==> src/rtl/counter_updown_mod.sv <==
// Up/down counter with programmable inclusive limit, step magnitude and
// wrap-or-saturate overflow behaviour; one-cycle ovf/unf/load_err pulses.
module counter_updown_mod #(
    parameter int WIDTH    = 8,
    parameter int STEP_W   = 4,
    parameter int SAT_MODE = 0
) (
    input  logic              clk,
    input  logic              rst,
    input  logic              enable,
    input  logic              clear,
    input  logic              load,
    input  logic              up_down,
    input  logic [WIDTH-1:0]  data_in,
    input  logic [STEP_W-1:0] step,
    input  logic [WIDTH-1:0]  max_val,
    output logic [WIDTH-1:0]  count,
    output logic              at_max,
    output logic              at_zero,
    output logic              ovf,
    output logic              unf,
    output logic              load_err
);

    localparam int EW = WIDTH + 1;

    logic [EW-1:0]    count_x;
    logic [EW-1:0]    max_x;
    logic [EW-1:0]    mod_x;
    logic [EW-1:0]    step_x;
    logic [EW-1:0]    s_x;
    logic [EW-1:0]    sum_x;
    logic [EW-1:0]    wrap_up_x;
    logic [EW-1:0]    wrap_dn_x;
    logic [EW-1:0]    diff_x;
    logic             above_max;
    logic             step_zero;
    logic             up_over;
    logic             dn_under;

    logic [WIDTH-1:0] count_nxt;
    logic             ovf_nxt;
    logic             unf_nxt;
    logic             load_err_nxt;

    // All step arithmetic is one bit wider than the counter so that
    // count + s and count + (max_val + 1) never lose a carry.
    always_comb begin
        count_x   = {1'b0, count};
        max_x     = {1'b0, max_val};
        mod_x     = max_x + EW'(1);
        step_x    = {{(EW-STEP_W){1'b0}}, step};
        s_x       = (step_x < max_x) ? step_x : max_x;
        sum_x     = count_x + s_x;
        diff_x    = count_x - s_x;
        wrap_up_x = sum_x - mod_x;
        wrap_dn_x = count_x + mod_x - s_x;
        above_max = count_x > max_x;
        step_zero = (s_x == '0);
        up_over   = sum_x > max_x;
        dn_under  = count_x < s_x;
    end

    always_comb begin
        count_nxt    = count;
        ovf_nxt      = 1'b0;
        unf_nxt      = 1'b0;
        load_err_nxt = 1'b0;

        if (clear) begin
            count_nxt = '0;
        end else if (load) begin
            if (data_in > max_val) begin
                count_nxt    = max_val;
                load_err_nxt = 1'b1;
            end else begin
                count_nxt = data_in;
            end
        end else if (enable) begin
            // A limit lowered below the current count pulls the count back in
            // without reporting an overflow.
            if (above_max) begin
                count_nxt = max_val;
            end else if (step_zero) begin
                count_nxt = count;
            end else if (up_down) begin
                if (up_over) begin
                    ovf_nxt   = 1'b1;
                    count_nxt = (SAT_MODE != 0) ? max_val : wrap_up_x[WIDTH-1:0];
                end else begin
                    count_nxt = sum_x[WIDTH-1:0];
                end
            end else begin
                if (dn_under) begin
                    unf_nxt   = 1'b1;
                    count_nxt = (SAT_MODE != 0) ? '0 : wrap_dn_x[WIDTH-1:0];
                end else begin
                    count_nxt = diff_x[WIDTH-1:0];
                end
            end
        end
    end

    always_ff @(posedge clk) begin
        if (rst) begin
            count    <= '0;
            ovf      <= 1'b0;
            unf      <= 1'b0;
            load_err <= 1'b0;
        end else begin
            count    <= count_nxt;
            ovf      <= ovf_nxt;
            unf      <= unf_nxt;
            load_err <= load_err_nxt;
        end
    end

    assign at_max  = (count == max_val);
    assign at_zero = (count == '0);

endmodule

==> config.mk <==
export PLATFORM = sky130hd
export DESIGN_NAME = counter_updown_mod
export DESIGN_NICKNAME = d
export VERILOG_FILES = /design/src/rtl/counter_updown_mod.sv
export SDC_FILE = /design/constraint.sdc
export NUM_CORES = 1
export LEC_CHECK = 0
export ABC_CLOCK_PERIOD_IN_PS = 7850
export CAP_MARGIN = 10
export CORE_MARGIN = 2
export CORE_UTILIZATION = 59
export CTS_BUF_LIST = sky130_fd_sc_hd__clkbuf_4
export DETAILED_ROUTE_END_ITERATION = 12
export HOLD_SLACK_MARGIN = 0.05
export PLACE_DENSITY = 0.88
export SLEW_MARGIN = 25
export SYNTH_ARGS = -nofsm -noshare
export SYNTH_HDL_FRONTEND = slang
export SYNTH_SLANG_ARGS = --single-unit
==> constraint.sdc <==
create_clock -name clk -period 7.85 [get_ports clk]
set_input_delay 1.57 -clock clk [delete_from_list [all_inputs] [get_ports clk]]
set_output_delay 1.57 -clock clk [all_outputs]
set_load 0.02 [all_outputs]
==> results.yml <==
synth:
  synth_area_um2: 3050
  synthDistinctLibCells: 59
  async_reset_ff_share_pct: 0
  synth.avg_cell_area_um2: 7.84
  ys.flop_type: "dfxtp_1"
  synth_edf_count: 0
  syn_inst: 389
  synth_seq_area_share_pct: 7.22
  synth_seq_cells: 11
  yosysWarnings: 0
floorplanning:
  die_y_um: 75.9
  initial_core_util_pct: 60.4
  ios: 39
  coreArea_um2: 5040
  die_area_um2: 5760
  die_w_um: 75.9
  rows: 26
power_and_ir_drop:
  seq_power_share_pct: 13.3
  p_int_uw: 263
  p_leak_uw: 0.00164
  clkPwrFrac_pct: 7.8
  ir_drop_v: 0.000145
  p_per_area_nw_per_um2: 149
  p_sw_uw: 266
  share_comb_of_total_power_pct: 78.9
  switching_share_pct: 50.2
place:
  numPortBuffers: 38
  gp_congestion: 0.935
  numPlacedInstances: 501
  dp_hpwl_um: 7580
clock_network:
  clockBufferDepth: 2
  htreeDepth: 1
  clockRootBuffer: "clkbuf_4"
  cts.sinks: 11
  clkTransAtPathRegs_ns: 0.07
  hold_buffers: 0
  clkLatencyLatePin_ns: 0.28
  cts_tree: "built"
  cts_buffers: 3
  cts_setup_buffers: 0
  ctsResizeCount: 0
setup_path:
  crit_family: "compound AO/OA/AOI/OAI gates"
  crit_fanout: 8
  start_kind: "input port"
  path_common_cell: "ha_1"
  worst-path-buf-inv: 3
  cp_cell_sequence: "clkdlybuf4s50_1 -> inv_1 -> ha_1 -> nor3_1 -> a211oi_1 -> nand2_1 -> o21ai_0 -> ha_1 -> inv_1 -> fa_1 -> nand2b_1 -> a211oi_2 -> nor2_1 -> o21ai_0 -> xnor2_1 -> ha_1 -> or4_4 -> a2111oi_4 -> o32ai_2 -> nand2_2 -> mux2i_1 -> a31o_1 -> o22ai_1"
  critPathKind: "in -> reg"
  crit_path_top_delay_cell: "clkdlybuf4s50_1"
  max_stage_delay_ns: 0.63
  cp.required_ns: 7.99
  endpoint_kind: "register"
  arrival_ns: 7.28
cells_and_area:
  diodes: 0
  layout-drive-gt1-share_pct: 4.14
  final_nets: 531
  final_cell_mix: "ha_1 (59), inv_1 (43), clkdlybuf4s50_1 (38)"
  area_growth_syn_to_layout_pct: 16.9
  final_core_util_pct: 70.6
  final_common_cell: "ha_1"
  stdcell_count: 505
run:
  max_cap_violations: 0
sta:
  slew-limit-headroom_pct: 51.3
  hold_viol_final: 0
  fin_crit_sh_pct: 90.9
  fin_worst_skew_ns: 0.00541
  slew_viol_final: 0
  tns_ns: 0
  final-setup-viol-count: 0
  fin_crit_ns: 7.14
  tightest_slew_ns: 0.723
  rsz0062_at_grt: "false"
  fmax_mhz: 140
global_routing:
  antenna_found_initial: 0
  grt_pass1_wl_um: 14200
  grt_pass1_vias: 2920
  grt_max_degree: 15
  grt_remaining_overflow: 0
  grt_usage_pct: 32.5
drt:
  wl_um: 9030
  drtIter0Drc: 265
  via_count: 3142
  drt-pass1-iter-count: 5
  wire_per_inst_um: 17.9
  viasPerCell: 6.22
  postRouteAntennaNets: 0
  drc_errors: 0
hold_path:
  hold_class: "reg -> reg"
outcome:
  outcome: "complete, no violations"
-- final cells by class --
| class | count | area (µm²) |
|---|---|---|
| clock buffers | 3 | 22.5 |
| clock inverters | 1 | 5.00 |
| fillers | 452 | 1480 |
| inverters | 43 | 161 |
| multi-input cells | 338 | 2680 |
| flip-flops and latches | 11 | 220 |
| well taps | 70 | 87.6 |
| repair buffers | 39 | 388 |
-- state kept, by name, indices dropped and copies added, names as in the netlist --
name / cells
ovf: 1
unf: 1
count: 8
load_err: 1
-- worst paths after layout --
path / endpoint / start / slack (ns) / cells after the start
setup reg to reg: count[0]$_SDFFE_PP0P_ / count[1]$_SDFFE_PP0P_ / 3.59 / 15
hold / removal: count[0]$_SDFFE_PP0P_ / count[0]$_SDFFE_PP0P_ / 0.62 / 2
setup / recovery: count[0]$_SDFFE_PP0P_ / max_val[2] / 0.71 / 23
hold reg to reg: count[0]$_SDFFE_PP0P_ / count[0]$_SDFFE_PP0P_ / 0.62 / 2
-- cells by family (layout without fill, tap and decap cells) --
group / after synthesis / in the layout / synth area share [%]
adders and majority gates: 69 / 69 / 30.8
xor gates and xnor gates: 25 / 25 / 7.64
AOI/OAI and AO/OA: 116 / 116 / 26.3
buffers and inverters: 49 / 86 / 6.03
muxes: 10 / 10 / 3.28
DFF: 11 / 11 / 7.22
other: 2 / 11 / 0.246
and+or+nand+nor: 107 / 107 / 18.5
-- cells in the mapped netlist (6+ instances only) --
library cell / n / area [µm²]
a211oi_1: 6 / 45.0
a21o_1: 7 / 52.6
a21oi_1: 32 / 160
clkbuf_1: 6 / 22.5
dfxtp_1: 11 / 220
fa_1: 10 / 200
ha_1: 59 / 738
inv_1: 43 / 161
mux2i_1: 10 / 100
nand2_1: 19 / 71.3
nand3_1: 9 / 45.0
nand4_1: 9 / 56.3
nor2_1: 26 / 97.6
nor2b_1: 9 / 56.3
nor3_1: 9 / 45.0
o21a_1: 8 / 60.1
o21ai_0: 15 / 75.1
o21ai_1: 7 / 35.0
xnor2_1: 20 / 175
-- tightest hold or removal path, stage by stage, from the launching register on --
cell and delay, ns:
dfxtp_1 0.39, nand2_1 0.10, o22ai_1 0.08
-- through the flow --
step	power (µW)	area, µm²	hold slack (ns)	setup slack (ns)
final	529	3560	0.622	0.715
after floorplan	373	3080	0.590	1.54
after global routing	573	3560	0.644	0.303
after detailed placement	479	3530	0.600	0.543
after global placement	465	3530	0.575	0.788
after CTS	522	3560	0.610	0.821
-- power groups by stage --
stage	Clock [µW]	Sequential [µW]	Combinational [µW]
5_1_grt	42.8	70.6	459
3_3_place_gp	0	71.1	394
2_1_floorplan	0	72.0	301
6_report	41.3	70.2	418
4_1_cts	42.0	69.9	410
3_5_place_dp	0	71.2	408
-- per-layer routing --
| layer | routed length [µm] | track usage (%) | vias to the layer above |
|---|---|---|---|
| li1 | - | - | 1507 |
| met1 | 3950 | 44.1 | 1463 |
| met2 | 4280 | 54.7 | 150 |
| met3 | 652 | 5.82 | 22 |
| met4 | 153 | 5.26 | 0 |
| met5 | 0 | 0 | - |
Note: power is estimated with default switching activity, not from simulation.
